[config.mk]
export PLATFORM = sky130hd
export DESIGN_NAME = fb_scanout_engine
export DESIGN_NICKNAME = d
export VERILOG_FILES = /design/src/rtl/fb_scanout_engine_pkg.sv /design/src/rtl/fb_scanout_engine_line_buffer.sv /design/src/rtl/fb_scanout_engine.sv
export SDC_FILE = /design/constraint.sdc
export NUM_CORES = 2
export LEC_CHECK = 0
export BUFFER_PORTS_ARGS = -buffer_cell sky130_fd_sc_hd__buf_4
export CAP_MARGIN = 15
export CORE_MARGIN = 8
export CORE_UTILIZATION = 40
export DETAILED_ROUTE_END_ITERATION = 10
export PLACE_DENSITY_LB_ADDON = 0.25
export SLEW_MARGIN = 15
export SYNTH_ARGS = -nofsm -noshare
export SYNTH_HDL_FRONTEND = slang
export SYNTH_HIERARCHICAL = 1
export SYNTH_SLANG_ARGS = --single-unit
[constraint.sdc]
create_clock -name clk -period 100.1 [get_ports clk]
set_input_delay 5.005 -clock clk [delete_from_list [all_inputs] [get_ports clk]]
set_output_delay 5.005 -clock clk [all_outputs]
set_load 0.02 [all_outputs]
[src/rtl/fb_scanout_engine_pkg.sv]
// Shared definitions for the framebuffer scanout engine.
//   FB_LINE_BITS        : width of one memory line (128 bytes)
//   fb_line_t           : one memory line of framebuffer data
//   scan_fetch_state_e  : encoding of the line-fetch FSM state
package fb_scanout_engine_pkg;

  localparam int FB_LINE_BITS = 1024;

  typedef logic [FB_LINE_BITS-1:0] fb_line_t;

  typedef logic [1:0] scan_fetch_state_e;

  localparam scan_fetch_state_e F_IDLE = 2'd0;
  localparam scan_fetch_state_e F_REQ  = 2'd1;
  localparam scan_fetch_state_e F_WAIT = 2'd2;

endpackage

[src/rtl/fb_scanout_engine_line_buffer.sv]
// Two-entry ping-pong line store between the memory fetch and the pixel stream.
// Ports:
//   clk, rst_n  : clock, synchronous active-low reset
//   clr         : drop both entries and rewind both pointers (new frame)
//   push        : write push_data into the entry at wr_ptr, mark it valid
//   pop         : release the entry at rd_ptr
//   rd_data     : contents of the entry at rd_ptr
//   full/empty  : no free entry to write / nothing valid to read
module fb_scanout_engine_line_buffer
  import fb_scanout_engine_pkg::*;
#(
  parameter int LINE_BITS = FB_LINE_BITS
) (
  input  logic                 clk,
  input  logic                 rst_n,
  input  logic                 clr,
  input  logic                 push,
  input  logic [LINE_BITS-1:0] push_data,
  input  logic                 pop,
  output logic [LINE_BITS-1:0] rd_data,
  output logic                 full,
  output logic                 empty
);

  logic [LINE_BITS-1:0] mem [2];
  logic [1:0]           vld;
  logic                 wr_ptr;
  logic                 rd_ptr;

  // Pointers only advance onto entries whose valid bit allows it, so a
  // same-cycle push and pop always touch different entries.
  always_ff @(posedge clk) begin
    if (!rst_n || clr) begin
      vld    <= '0;
      wr_ptr <= 1'b0;
      rd_ptr <= 1'b0;
    end else begin
      if (push) begin
        vld[wr_ptr] <= 1'b1;
        wr_ptr      <= ~wr_ptr;
      end
      if (pop) begin
        vld[rd_ptr] <= 1'b0;
        rd_ptr      <= ~rd_ptr;
      end
    end
  end

  always_ff @(posedge clk) begin
    if (push) begin
      mem[wr_ptr] <= push_data;
    end
  end

  assign rd_data = mem[rd_ptr];
  assign full    = vld[wr_ptr];
  assign empty   = !vld[rd_ptr];

endmodule

[src/rtl/fb_scanout_engine.sv]
// Reads a 1bpp framebuffer from memory one line at a time and streams its
// pixels in raster order over a valid/ready interface.
// Ports:
//   clk, rst_n        : clock, synchronous active-low reset
//   start, fb_base    : frame request (taken only when idle) and byte base
//   busy, done        : frame in progress / one-cycle end-of-frame pulse
//   mem_req_*         : line read request (valid/ready, 128 B aligned addr)
//   mem_rsp_*         : line data return
//   pix_valid/ready   : pixel beat handshake
//   pix_data/x/y      : pixel value and its coordinates
//   pix_sof/eol/eof   : first pixel of frame / last of row / last of frame
//
// Fetch FSM:
//   state  | meaning
//   F_IDLE | no request outstanding; waits for a free buffer and lines left
//   F_REQ  | mem_req_valid held until memory accepts
//   F_WAIT | request accepted, waiting for the line data
module fb_scanout_engine
  import fb_scanout_engine_pkg::*;
#(
  parameter int FB_WIDTH  = 64,
  parameter int FB_HEIGHT = 64,
  parameter int LINE_BITS = FB_LINE_BITS,
  parameter int ADDR_W    = 32
) (
  input  logic                          clk,
  input  logic                          rst_n,
  input  logic                          start,
  input  logic [ADDR_W-1:0]             fb_base,
  output logic                          busy,
  output logic                          done,
  output logic                          mem_req_valid,
  input  logic                          mem_req_ready,
  output logic [ADDR_W-1:0]             mem_req_addr,
  input  logic                          mem_rsp_valid,
  input  logic [LINE_BITS-1:0]          mem_rsp_data,
  output logic                          pix_valid,
  input  logic                          pix_ready,
  output logic                          pix_data,
  output logic [$clog2(FB_WIDTH)-1:0]   pix_x,
  output logic [$clog2(FB_HEIGHT)-1:0]  pix_y,
  output logic                          pix_sof,
  output logic                          pix_eol,
  output logic                          pix_eof
);

  localparam int NUM_PIX    = FB_WIDTH * FB_HEIGHT;
  localparam int NUM_LINES  = NUM_PIX / LINE_BITS;
  localparam int X_W        = $clog2(FB_WIDTH);
  localparam int Y_W        = $clog2(FB_HEIGHT);
  localparam int P_W        = X_W + Y_W;
  localparam int LB_W       = $clog2(LINE_BITS);
  localparam int LI_W       = $clog2(NUM_LINES) + 1;
  localparam int LINE_BYTES = LINE_BITS / 8;
  localparam logic [ADDR_W-1:0] ALIGN_MASK = ~ADDR_W'(LINE_BYTES - 1);

  scan_fetch_state_e   fstate;
  logic [LI_W-1:0]     lines_issued;
  logic [ADDR_W-1:0]   base_q;
  logic [P_W-1:0]      p;

  logic                start_acc;
  logic                hs;
  logic                line_last;
  logic                frame_last;
  logic                buf_push;
  logic                buf_full;
  logic                buf_empty;
  logic [LINE_BITS-1:0] rd_line;

  assign start_acc  = start && !busy;
  assign hs         = pix_valid && pix_ready;
  assign line_last  = hs && (p[LB_W-1:0] == LB_W'(LINE_BITS - 1));
  assign frame_last = hs && (p == P_W'(NUM_PIX - 1));
  assign buf_push   = (fstate == F_WAIT) && mem_rsp_valid;

  fb_scanout_engine_line_buffer #(
    .LINE_BITS (LINE_BITS)
  ) u_line_buffer (
    .clk       (clk),
    .rst_n     (rst_n),
    .clr       (start_acc),
    .push      (buf_push),
    .push_data (mem_rsp_data),
    .pop       (line_last),
    .rd_data   (rd_line),
    .full      (buf_full),
    .empty     (buf_empty)
  );

  // An accepted start goes straight to F_REQ so the first request appears
  // the cycle after start. A buffer being popped this cycle counts as free.
  always_ff @(posedge clk) begin
    if (!rst_n) begin
      fstate       <= F_IDLE;
      lines_issued <= '0;
    end else if (start_acc) begin
      fstate       <= F_REQ;
      lines_issued <= '0;
    end else begin
      case (fstate)
        F_IDLE: begin
          if (busy && (!buf_full || line_last) &&
              (lines_issued < LI_W'(NUM_LINES))) begin
            fstate <= F_REQ;
          end
        end
        F_REQ: begin
          if (mem_req_ready) begin
            fstate       <= F_WAIT;
            lines_issued <= lines_issued + 1'b1;
          end
        end
        F_WAIT: begin
          if (mem_rsp_valid) begin
            fstate <= F_IDLE;
          end
        end
        default: fstate <= F_IDLE;
      endcase
    end
  end

  always_ff @(posedge clk) begin
    if (!rst_n) begin
      busy   <= 1'b0;
      done   <= 1'b0;
      base_q <= '0;
      p      <= '0;
    end else begin
      done <= frame_last;
      if (start_acc) begin
        busy   <= 1'b1;
        base_q <= fb_base & ALIGN_MASK;
        p      <= '0;
      end else if (frame_last) begin
        busy <= 1'b0;
        p    <= '0;
      end else if (hs) begin
        p <= p + 1'b1;
      end
    end
  end

  assign mem_req_valid = (fstate == F_REQ);
  assign mem_req_addr  = base_q + (ADDR_W'(lines_issued) << $clog2(LINE_BYTES));

  // Everything below is a function of p and the read buffer, both of which
  // only change on a handshake, so stalls keep the beat stable.
  assign pix_valid = busy && !buf_empty;
  assign pix_data  = pix_valid && rd_line[p[LB_W-1:0]];
  assign pix_x     = p[X_W-1:0];
  assign pix_y     = p[P_W-1:X_W];
  assign pix_sof   = pix_valid && (p == '0);
  assign pix_eol   = pix_valid && (pix_x == X_W'(FB_WIDTH - 1));
  assign pix_eof   = pix_valid && (p == P_W'(NUM_PIX - 1));

endmodule

# Word-level counts from Yosys, hierarchy flattened

Memories as Yosys holds them, arrays and structs flattened. A register that Yosys moved wholly into a read port is not among the register bits.
Cells that the tools add are included.

RAM bits: 2048
Output and inout bits: 52
Memories kept: 1
Register bits after elaboration: 48

Eq/ne operators: 11
Reduce and logical (&&, ||, !) cells: 27
Muxes and demuxes: 24
Bitwise operators: 6
$lt $le $gt $ge: 6
Add/subtract/negate cells: 3

Memories:

| memory            | depth | bits a word | read ports | clocked after memory_dff | write ports | RTL line                            | text |
|---|---|---|---|---|---|---|---|
| u_line_buffer.mem | 2     | 1024        | 1          | 1                        | 1           | fb_scanout_engine_line_buffer.sv:25 | `logic [LINE_BITS-1:0] mem [2];` |

Operator list:

| operator                                              | count |
|---|---|
| adder 32 x 10 -> 32 bit                               | 1 |
| logical AND 1 bit                                     | 14 |
| 2-to-1 mux 1 bit                                      | 14 |
| adder 12 x 1 -> 12 bit, second input constant         | 1 |
| equality test 12 bit, second input constant           | 1 |
| logical NOT 12 bit                                    | 1 |
| 2-to-1 mux 2 bit                                      | 6 |
| < comparator 10 x 11 -> 1 bit, second input constant  | 1 |
| binary-select mux 1 bit (select 10 bit)               | 1 |
| equality test 10 bit, second input constant           | 1 |
| equality test 6 bit, second input constant            | 1 |
| inequality test 3 x 2 -> 1 bit, second input constant | 2 |
| one-hot mux 2 bit (3 select lines)                    | 1 |
| AND reduction 3 bit                                   | 2 |
| < comparator 1 x 2 -> 1 bit, second input constant    | 2 |
| inequality test 2 bit, second input constant          | 2 |
| adder 3 x 1 -> 3 bit, second input constant           | 1 |
| logical NOT 1 bit                                     | 3 |
| < comparator 3 bit, second input constant             | 1 |
| inequality test 3 x 1 -> 1 bit, second input constant | 1 |
| NOT 1 bit                                             | 3 |
| OR reduction 3 bit                                    | 1 |
| AND 2 bit                                             | 1 |
| demux 1 bit (select 1 bit)                            | 2 |
| other kinds (11)                                      | 13 |

# Longest topological paths before layout

Word-level depth: 11
Depth in mapped cells: 12
Mapped depth without buffers: 10

# By module

Netlist, hierarchy kept.

By module, submodules not included:

| module                        | cells each | instances | area each (µm²) |
|---|---|---|---|
| fb_scanout_engine_line_buffer | 3206       | 1         | 75411.1 |
| fb_scanout_engine             | 1034       | 1         | 11031.8 |

# Worst setup path before layout

OpenSTA, ideal clock, no wires.

Path kind: input to register
Start: input port mem_rsp_valid
End: register u_line_buffer.vld[0]
Library setup time: 209 ps
Arrival: 55433 ps
Setup slack: 44458 ps
Cell stages on the path: 4
Data required time: 99891 ps
Path buffers: 0
Path through: nand2_1 -> nor2_1 -> nor2b_1 -> o221a_2

Word-level cells in the longest chain between the ends: 5

Ends and longest elaborated chain:

| item                          | RTL line                            | text |
|---|---|---|
| start, declared               | fb_scanout_engine.sv:35             | `input logic mem_rsp_valid,` |
| logical AND 1 bit *           | fb_scanout_engine.sv:75             | `assign buf_push = (fstate == F_WAIT) && mem_rsp_valid;` |
| net buf_push                  | fb_scanout_engine.sv:66             | `logic buf_push;` |
| 2-to-1 mux 2 bit *            | fb_scanout_engine_line_buffer.sv:38 | `if (push) begin` |
| 2-to-1 mux 2 bit *            | fb_scanout_engine_line_buffer.sv:33 | `if (!rst_n \|\| clr) begin` |
| AND 2 bit (no line)           | -                                   |  |
| 2-to-1 mux 2 bit *            | fb_scanout_engine_line_buffer.sv:42 | `if (pop) begin` |
| end signal, assigned          | fb_scanout_engine_line_buffer.sv:34 | `vld <= '0;` |
| end signal, assigned by index | fb_scanout_engine_line_buffer.sv:39 | `vld[wr_ptr] <= 1'b1;` |
| end signal, assigned by index | fb_scanout_engine_line_buffer.sv:43 | `vld[rd_ptr] <= 1'b0;` |
| end, declared                 | fb_scanout_engine_line_buffer.sv:26 | `logic [1:0] vld;` |

The timed path passes the listed nets; every way through them passes the cells marked *. The select of a mux whose other input is x is not followed.
A chain may end at the register's enable or synchronous reset.

==> out/summary.log <==
qor: run_status.outcome finished, final reports clean
qor: yosys.synth.mux.area_fraction 22.1%
qor: setup_path.cp.arrival 8.85 ns
qor: yosys.ys_ff_latch 2097
qor: yosys.synth_cells 4240
qor: power_and_ir_drop.cellLeakagePower 35.2 nW
qor: floorplanning.die-width 481 microns
qor: setup_path.critical_path_buf_inv_count 6
qor: detailed_routing.detail_route.iter0.violations 3337
qor: yosys.synth_async_sr_flop_share 0%
qor: cts.ctsResizeCount 0
qor: placement.portBuffers 1099
qor: yosys.ys.flop_type sky130_fd_sc_hd__edfxtp_1
qor: timing.total_count_of_hold_check_failures_in_the_final_report 0
qor: power_and_ir_drop.maximum_vdd_ir_drop 17.1 uV
qor: floorplanning.die_area 231000 sq um
qor: setup_path.cp_cell_sequence buf_4 > buf_4 > buf_4 > buf_4 > buf_4 > mux2_2 > mux4_2 > mux2_2 > a2111oi_2 > o21a_1 > o22ai_1 > o21ai_0 > o32ai_1 > buf_4
qor: setup_path.worst_setup_path_end_kind output port
qor: floorplanning.ports_placed_on_the_boundary 1114
qor: detailed_routing.first_pass_iters 5
qor: finish.area.growth.synth_to_final 20.9%
qor: detailed_routing.routed_wire_length_per_instance 30.5 microns
qor: cts.postCtsSetupRepairBufs 0
qor: cts.cts_tree built
qor: finish.commonest_non_fill_non_tap_cell_in_the_layout sky130_fd_sc_hd__edfxtp_1
qor: cts.cts_htree_levels 4
qor: detailed_routing.drc 0
qor: timing.count_of_final_setup_violators 0
qor: setup_path.critical_path.max_stage_delay 0.92 ns
qor: worst_hold_path.min_delay_path_depth 2
qor: setup_path.crit_path_frequent_cell sky130_fd_sc_hd__buf_4
qor: timing.fmax 72.2 MHz
qor: placement.pre_cts_ws 86.73 ns
qor: timing.setup-tns-final 0 ns
qor: yosys.synthAdderAreaFrac 0.110%
qor: cts.max-clock-path-buffers 3
qor: detailed_routing.routed_via_density 5.26
qor: setup_path.timing.critical_path.depth 14
qor: cts.ctsHoldBuffers 0
qor: finish.final_layout_net_count 6500
qor: timing.layout_min_cycle_time 13.85 ns
qor: setup_path.worstSetupStartpointType flop
qor: yosys.postSynthAreaPerCell 20.4 sq um
qor: detailed_routing.routed-via-count 44900
qor: yosys.dominant_combinational_cell_family_by_area_after_synthesis multiplexers
qor: grt.grt_start_max_net_pins 152
qor: power_and_ir_drop.power-per-cell-area 17.3 nW/um^2
qor: setup_path.reg2regPathDepth 8
qor: placement.area_after_dpl 97500 sq um
qor: timing.timing_worst_slew_pin_value 1.22 ns
qor: yosys.synth_enable_flop_cells 2048
qor: timing.worst_clock_skew 0.0447 ns
qor: floorplanning.chipHeight 481 microns
qor: cts.cts_root_buffer sky130_fd_sc_hd__clkbuf_16
qor: setup_path.critical_path.slowest_cell sky130_fd_sc_hd__dfxtp_4
qor: run.number_of_maximum_capacitance_violations 0
qor: yosys.yosysUniqueCellTypes 74
qor: timing.max_slew_margin 17.6%
qor: placement.hpwlAfterDp 182000 microns
qor: finish.layoutNonFillerInstCount 8525
qor: detailed_routing.finalWirelength 260000 microns
qor: setup_path.critical-path-top-delay-family buffers and inverters
qor: cts.cts_buffers 220
qor: timing.finalWorstSetupSlack 86.25 ns
qor: setup_path.critPathKind flop to output port
qor: cts.clock_sinks 2097
qor: setup_path.cp_max_fo 64
qor: placement.numPlacedInstances 8046
qor: cts.path_clk_slew 0.06 ns
qor: yosys.yosys.area_share.simple 1.31%
qor: grt.vias_in_the_first_global_route 46800
qor: placement.globalplace.congestion 0.869
qor: finish.summed_area_of_non_filler_cells_in_the_final_layout 105000 sq um
qor: yosys.syn_area 86400 sq um
qor: worst_hold_path.hold_class flop to flop
qor: grt.antenna_violations_before_repair 176
qor: setup_path.worst-endpoint-required 95.10 ns
qor: yosys.synthXorXnorAreaFrac 0.385%
qor: finish.final_layout_size_suffix_gt1_share 49.0%
qor: yosys.sequential_to_total_area_share_from_yosys_stat 72.3%
qor: floorplanning.placement_rows 170
qor: floorplanning.initial_core_util 40.3%
qor: floorplanning.design.core.area 215000 sq um
qor: grt.grt_first_pass_wirelength 356000 microns
qor: timing.grt_setup_unrepaired no
qor: grt.globalRoute.totalOverflow 0
qor: timing.drv_slew 0
qor: grt.track_usage 21.7%
qor: yosys.yosys_warnings 6
qor: finish.mostFrequentLayoutCells sky130_fd_sc_hd__edfxtp_1, sky130_fd_sc_hd__buf_4, sky130_fd_sc_hd__mux2_2
qor: timing.final_min_period_over_clock_period 13.8%
qor: yosys.synth_compound_area_share 1.84%
qor: detailed_routing.ant_nets 0
qor: cts.clkLatencyLatePin 0.83 ns
cells in the mapped netlist, drive strengths merged, types with 9 or more instances:
cell type  instances  area share, %
nor2              41           0.18
mux4             189            5.0
a21oi             57           0.33
inv               15          0.065
nor2b             10          0.072
nand3             13          0.075
a2111oi            9          0.091
nand2             96           0.42
buf              199            1.8
o22ai             17           0.12
mux2i            148            1.7
nor3               9          0.052
xnor2             28           0.28
dfxtp             49            1.1
a221oi            31           0.32
xor2              10           0.10
o221ai            40           0.41
clkbuf            36           0.16
o21ai             11          0.064
nor4              11          0.080
mux2            1058             15
edfxtp          2048             71
through the flow:
stage	util, %	power, mW	hold WS (ns)
2_1_floorplan	-	1.01	0.440
3_3_place_gp	45.4	1.04	0.456
3_5_place_dp	45.4	1.04	0.459
4_1_cts	48.6	1.82	0.467
5_1_grt	48.7	1.86	0.491
6_report	48.7	1.80	0.467
sequential cells by signal, indices dropped and copies added (netlist names), 2 cells and up, named ones only:
| name | cells |
|---|---|
| base_q | 25 |
| fstate | 2 |
| lines_issued | 3 |
| p | 12 |
| u_line_buffer/mem | 2048 |
| u_line_buffer/vld | 2 |
worst register-to-register path, cell delays in order (launching register included):
cell and delay [ns]:
sky130_fd_sc_hd__dfxtp_1 0.37, sky130_fd_sc_hd__nand2_1 0.07, sky130_fd_sc_hd__nor2_1 0.29, sky130_fd_sc_hd__nor2b_4 0.22, sky130_fd_sc_hd__buf_4 0.69, sky130_fd_sc_hd__buf_4 0.82
sky130_fd_sc_hd__buf_4 0.94, sky130_fd_sc_hd__buf_4 0.90, sky130_fd_sc_hd__buf_4 0.83
metal layers:
metal	global-route usage, %	routed length, microns
met5	0	788
met3	7.63	22200
met4	6.39	7090
met1	26.1	101000
met2	36.7	129000
final timing paths:
kind / startpoint / endpoint / slack, ns
max reg2reg: fstate[1] / u_line_buffer/mem[0][100] / 94.49
min: base_q[7] / base_q[7] / 0.47
max: flop / pix_data / 86.25
min reg2reg: base_q[7] / base_q[7] / 0.47
cell families after synthesis:
logic type,Yosys count
fa+ha+maj,7
compound gates,218
buf+inv,251
xor+xnor,38
other cells,1
mux,1395
flops,2097
simple gates,233
report_power, final:
part	total, mW	internal [mW]	switching [mW]
registers	0.971	0.969	0.00186
logic	0.0539	0.0327	0.0212
clock network	0.778	0.439	0.339
total	1.80	1.44	0.362
area by class of cell:
class	count	area, sq um
Fill cell	17900	110000
Inverter	16	63.8
Tap cell	2838	3550
Clock inverter	136	1120
Clock buffer	272	5760
Multi-Input combinational cell	1898	22300
Antenna cell	70	175
Timing Repair Buffer	1198	9050
Sequential cell	2097	62500
Note: power is estimated with default switching activity, not from simulation.
